### config.mk
export PLATFORM = sky130hd
export DESIGN_NAME = move_scan_ctrl
export DESIGN_NICKNAME = d
export VERILOG_FILES = /design/src/rtl/move_scan_ctrl.sv
export SDC_FILE = /design/constraint.sdc
export NUM_CORES = 1
export LEC_CHECK = 0
export CAP_MARGIN = 20
export CORE_ASPECT_RATIO = 0.75
export CORE_MARGIN = 4
export CORE_UTILIZATION = 49
export CTS_CLUSTER_SIZE = 20
export DETAILED_ROUTE_END_ITERATION = 6
export HOLD_SLACK_MARGIN = 0.02
export PLACE_DENSITY = 0.76
export SLEW_MARGIN = 0
export SYNTH_ARGS = -nofsm -noshare
export SYNTH_HDL_FRONTEND = slang
export SYNTH_SLANG_ARGS = --single-unit
### constraint.sdc
create_clock -name clk -period 2.9 [get_ports clk]
set_input_delay 0.87 -clock clk [delete_from_list [all_inputs] [get_ports clk]]
set_output_delay 0.87 -clock clk [all_outputs]
set_load 0.05 [all_outputs]
### src/rtl/move_scan_ctrl.sv
// move_scan_ctrl
//  Sequences the per-direction legality walk for one Reversi move. A start
//  request in idle snapshots the target, colour and board. The target is then
//  checked for emptiness, and the eight directions are walked one cell per
//  clock. The walk accumulates the capturing directions and the flip mask.
//
// Parameters
//  FLIP_EN       1: walk all 8 directions and build flip_mask.
//                0: legality only; stop at the first capture, flip_mask stays 0.
// Ports
//  clk           in   1    system clock, rising edge
//  resetn        in   1    asynchronous active-low reset
//  start         in   1    scan request, sampled only in idle
//  x, y          in   3    target column / row
//  player_black  in   1    1 = black to move, 0 = white
//  board         in   128  cell (x,y) at bits [2*(8y+x)+1 : 2*(8y+x)]; 11 black, 10 white, 0? empty
//  busy          out  1    high from the capture edge until done
//  done          out  1    one-cycle pulse, results valid from this cycle
//  valid         out  1    move legal (at least one capturing direction)
//  dir_mask      out  8    bit d set = direction d captures
//  flip_mask     out  64   bit 8y+x set = disc at (x,y) flips
module move_scan_ctrl #(
  parameter int unsigned FLIP_EN = 1
) (
  input  logic         clk,
  input  logic         resetn,
  input  logic         start,
  input  logic [2:0]   x,
  input  logic [2:0]   y,
  input  logic         player_black,
  input  logic [127:0] board,
  output logic         busy,
  output logic         done,
  output logic         valid,
  output logic [7:0]   dir_mask,
  output logic [63:0]  flip_mask
);

  typedef enum logic [1:0] {StIdle, StCheck, StWalk, StDone} state_e;

  state_e              state;
  logic [2:0]          tx, ty;
  logic                blk;
  logic [127:0]        brd;
  logic [2:0]          dir;
  logic signed [3:0]   cx, cy;
  logic [2:0]          run_cnt;
  logic [63:0]         run_mask;

  // Direction table: 0 N, 1 S, 2 W, 3 E, 4 NW, 5 SW, 6 NE, 7 SE.
  function automatic logic signed [3:0] step_x(input logic [2:0] d);
    logic signed [3:0] s;
    case (d)
      3'd2, 3'd4, 3'd5: s = -4'sd1;
      3'd3, 3'd6, 3'd7: s = 4'sd1;
      default:          s = 4'sd0;
    endcase
    return s;
  endfunction

  function automatic logic signed [3:0] step_y(input logic [2:0] d);
    logic signed [3:0] s;
    case (d)
      3'd0, 3'd4, 3'd6: s = -4'sd1;
      3'd1, 3'd5, 3'd7: s = 4'sd1;
      default:          s = 4'sd0;
    endcase
    return s;
  endfunction

  // Cursor cell decode. The cursor only ever lies in -1..8, so bit 3 alone
  // flags off-board; the low bits are never used as a wrapped index.
  logic              off_board;
  logic [5:0]        cur_idx;
  logic [1:0]        cur_cell;
  logic [1:0]        tgt_cell;
  logic              cell_empty, cell_own, cell_opp;
  logic [2:0]        dir_nx;
  logic signed [3:0] tx_s, ty_s;

  always_comb begin
    off_board  = cx[3] | cy[3];
    cur_idx    = {cy[2:0], cx[2:0]};
    cur_cell   = brd[{cur_idx, 1'b0} +: 2];
    tgt_cell   = brd[{ty, tx, 1'b0} +: 2];
    cell_empty = ~cur_cell[1];
    cell_own   = (cur_cell == {1'b1, blk});
    cell_opp   = (cur_cell == {1'b1, ~blk});
    dir_nx     = dir + 3'd1;
    tx_s       = $signed({1'b0, tx});
    ty_s       = $signed({1'b0, ty});
  end

  always_ff @(posedge clk or negedge resetn) begin
    if (!resetn) begin
      state     <= StIdle;
      tx        <= '0;
      ty        <= '0;
      blk       <= 1'b0;
      brd       <= '0;
      dir       <= '0;
      cx        <= '0;
      cy        <= '0;
      run_cnt   <= '0;
      run_mask  <= '0;
      busy      <= 1'b0;
      done      <= 1'b0;
      valid     <= 1'b0;
      dir_mask  <= '0;
      flip_mask <= '0;
    end else begin
      unique case (state)
        StIdle: begin
          done <= 1'b0;
          if (start) begin
            tx        <= x;
            ty        <= y;
            blk       <= player_black;
            brd       <= board;
            busy      <= 1'b1;
            valid     <= 1'b0;
            dir_mask  <= '0;
            flip_mask <= '0;
            state     <= StCheck;
          end
        end

        StCheck: begin
          if (tgt_cell[1]) begin
            state <= StDone;
          end else begin
            dir      <= 3'd0;
            cx       <= tx_s + step_x(3'd0);
            cy       <= ty_s + step_y(3'd0);
            run_cnt  <= '0;
            run_mask <= '0;
            state    <= StWalk;
          end
        end

        StWalk: begin
          if (!off_board && cell_opp) begin
            // Extend the run of opposite discs and keep walking.
            run_mask[cur_idx] <= 1'b1;
            run_cnt           <= run_cnt + 3'd1;
            cx                <= cx + step_x(dir);
            cy                <= cy + step_y(dir);
          end else begin
            // Direction ends here: capture if bracketed by an own disc.
            logic captured;
            captured = !off_board && !cell_empty && cell_own && (run_cnt != 3'd0);
            if (captured) begin
              dir_mask[dir] <= 1'b1;
              if (FLIP_EN != 0) flip_mask <= flip_mask | run_mask;
            end
            run_mask <= '0;
            run_cnt  <= '0;
            if ((dir == 3'd7) || (captured && (FLIP_EN == 0))) begin
              state <= StDone;
            end else begin
              dir <= dir_nx;
              cx  <= tx_s + step_x(dir_nx);
              cy  <= ty_s + step_y(dir_nx);
            end
          end
        end

        StDone: begin
          done  <= 1'b1;
          valid <= |dir_mask;
          busy  <= 1'b0;
          state <= StIdle;
        end

        default: state <= StIdle;
      endcase
    end
  end

endmodule

==> results.tsv <==
metric	value	unit
cts_max_level	1	
synthXorXnorAreaFrac	0.00626	
synth_compound_area_frac	0.118	
dr.pass1.iters	5	
dp_hpwl	29.4	mm
drt_iter0_drc	875	
synth-simple-area-share	0.108	
cp-start-kind	register	
final_cell_mix	dfrtp_1 (287), clkdlybuf4s50_1 (211), mux2_2 (145)	
power.total	23600	uW
ir_drop	0.788	mV
crit_path_max_incr_delay	540	ps
synth_top_family_by_area	multiplexers	
placement.io_buffers	212	
core_area	0.0281	mm2
start_util	0.499	
ys_warn_count	0	
rsz0062_at_grt	true	
status	finished with violations	
setup_ws	-290	ps
worstPathArrival	3620	ps
hold_path_class	input pin to async pin	
violations	setup timing	
clock_sinks	290	
final_nets	1654	
hold_violations	0	
utilization	0.707	
synthMuxAreaShare	0.180	
rr_worst_depth	12	
antenna_found_initial	3	
synth_fa_ha_area_frac	0.0308	
end_kind	register	
avgViaCountPerCell	5.70	
die_w	203	um
power_density	1190	mW/mm2
grt_pass1_vias	11100	
cts_buffers	29	
finalSetupViolCount	151	
crit_chain	buf_4 > nor2b_1 > buf_4 > a221oi_1 > o211ai_1 > a41oi_2 > buf_4 > a31oi_4 > or3_4 > buf_8 > o21a_1 > a32o_2	
crit_path_max_fanout	7	
cts_buffer_depth	3	
async_reset_ff_frac	1.00	
critPathSlowestCell	dfrtp_4	
max_freq	0.313	GHz
yosys_register_bits	290	
std_cell_rows	53	
totalWireLength	41.8	mm
r2r_start	cx[0]	
route.detailed.drc	0	
dr_total_vias	10800	
slew_headroom	0.269	
synth_nets	1314	
die_h	154	um
path_class	register to register	
cts_tree	built	
drv_slew	0	
drive_gt1_frac	0.384	
r2r_slack	-290	ps
fin_skew	21.0	ps
timing.rr.end	cx[0]	
grt_max_degree	68	
maxCapViolCount	0	
diodes	0	
required	3330	ps
ys_types	79	
clock_latency	560	ps
tightest_slew	1090	ps
final.period_utilization	1.10	
synthCells	1144	
gp_congestion	0.917	
final_common_cell	dfrtp_1	
path_clk_slew	60	ps
grt_pass1_wl	63.4	mm
grt_overflow_total	0	
grt.total_usage	0.255	
yosys_most_used_dff	dfrtp_1	
syn_area	0.0140	mm2
synth_edf_count	0	
ctsHoldBuffers	0	
cts-root-buf	clkbuf_16	
leakage	0.00859	uW
io_pins	213	
syn_to_final_growth	41.8	%
syn_area_per_cell	12.2	um2
period_needed	3190	ps
die_area	0.0313	mm2
ant_nets	0	
crit_path_frequent_cell	buf_4	
seq_area_frac_synth	0.519	
wl_per_cell	22.1	um
fillers	1933	
[cells in the mapped netlist, types with 7 or more instances]
cell type / instances / share of area
ha_1: 28 / 0.025
a22oi_1: 7 / 0.0038
dfrtp_1: 290 / 0.52
nand2_1: 21 / 0.0056
a21oi_1: 137 / 0.049
o21ai_0: 7 / 0.0025
clkbuf_1: 44 / 0.012
o22ai_1: 7 / 0.0031
mux2i_1: 30 / 0.021
a31oi_1: 22 / 0.0098
nand2b_1: 7 / 0.0031
a21o_1: 7 / 0.0038
xnor2_1: 9 / 0.0056
nor2_1: 107 / 0.029
buf_2: 14 / 0.0050
mux2_2: 146 / 0.12
and3_1: 9 / 0.0040
nor2_2: 13 / 0.0058
nor2_4: 47 / 0.038
mux4_2: 24 / 0.039
a221oi_1: 8 / 0.0050
nand3_1: 10 / 0.0036
inv_1: 28 / 0.0075
[timing repair]
action                     in CTS  in global routing
gates resized for setup        48                119
pin swaps                      29                 61
setup endpoints to repair     152                152
cloned                          4                  5
setup buffers                  21                  8
[how the worst max path moves through the flow]
stage,startpoint,endpoint,slack [ps],cells after the start
after floorplan,tx[2],run_mask[56],30,11
after global placement,cx[0],cx[0],-470,11
after detailed placement,cx[0],flip_mask[63],-540,10
after CTS,cx[0],cx[0],-240,11
after global routing,cx[1],cy[2],-390,12
final,cx[0],cx[0],-290,12
[cell families after synthesis]
kind of cell               Yosys count
xor gates and xnor gates            10
and+or+nand+nor                    252
DFF                                290
AOI/OAI and AO/OA                  254
muxes                              202
buffers and inverters              104
adders and majority gates           32
[per-layer routing]
metal / track usage / vias to the layer above / wire length (um)
li1: - / 4820 / -
met1: 0.372 / 5474 / 18200
met2: 0.383 / 422 / 18900
met3: 0.0820 / 64 / 3830
met4: 0.0427 / 6 / 748
met5: 0 / - / 39
[through the flow]
step / instance area [um2] / setup slack, ps / setup TNS (ps) / cells / hold slack (ps)
after floorplan: 14000 / 31.2 / 0 / 1144 / 462
after global placement: 17500 / -466 / -58690 / 1804 / 477
after detailed placement: 17500 / -545 / -67930 / 1804 / 481
after CTS: 19200 / -235 / -24180 / 1880 / 294
after global routing: 19800 / -391 / -45360 / 1891 / 298
final: 19800 / -290 / -31310 / 1891 / 264
[worst max-delay path: cells and delay by family, from the launching register on]
| kind | cells | cell delay, ps |
|---|---|---|
| AOI/OAI and AO/OA | 6 | 1290 |
| buffers and inverters | 4 | 680 |
| and+or+nand+nor | 2 | 570 |
| DFF | 1 | 540 |
[sequential cells by signal (all words and copies together), names as in the netlist, 2 cells and up]
name / count
brd: 128
cx: 4
cy: 4
dir: 3
dir_mask: 8
flip_mask: 64
run_cnt: 3
run_mask: 64
state: 2
tx: 3
ty: 3
[cell type report]
class                   instances  area, um2  share of cell area
inverters                      31        116             0.00587
well taps                     385        482              0.0243
multi-input cells             750       6840               0.345
repair buffers                382       4020               0.203
flip-flops and latches        290       7260               0.366
clock inverters                11        263              0.0132
clock buffers                  42        855              0.0431
[power breakdown]
group / leakage (uW) / internal (uW) / total [uW] / switching (uW)
combinational: 0.00432 / 6490 / 12900 / 6430
sequential: 0.00373 / 5260 / 6290 / 1030
clock: 0.000546 / 2750 / 4350 / 1600
total: 0.00859 / 14500 / 23600 / 9060
Power figures use the tool's default switching activity.
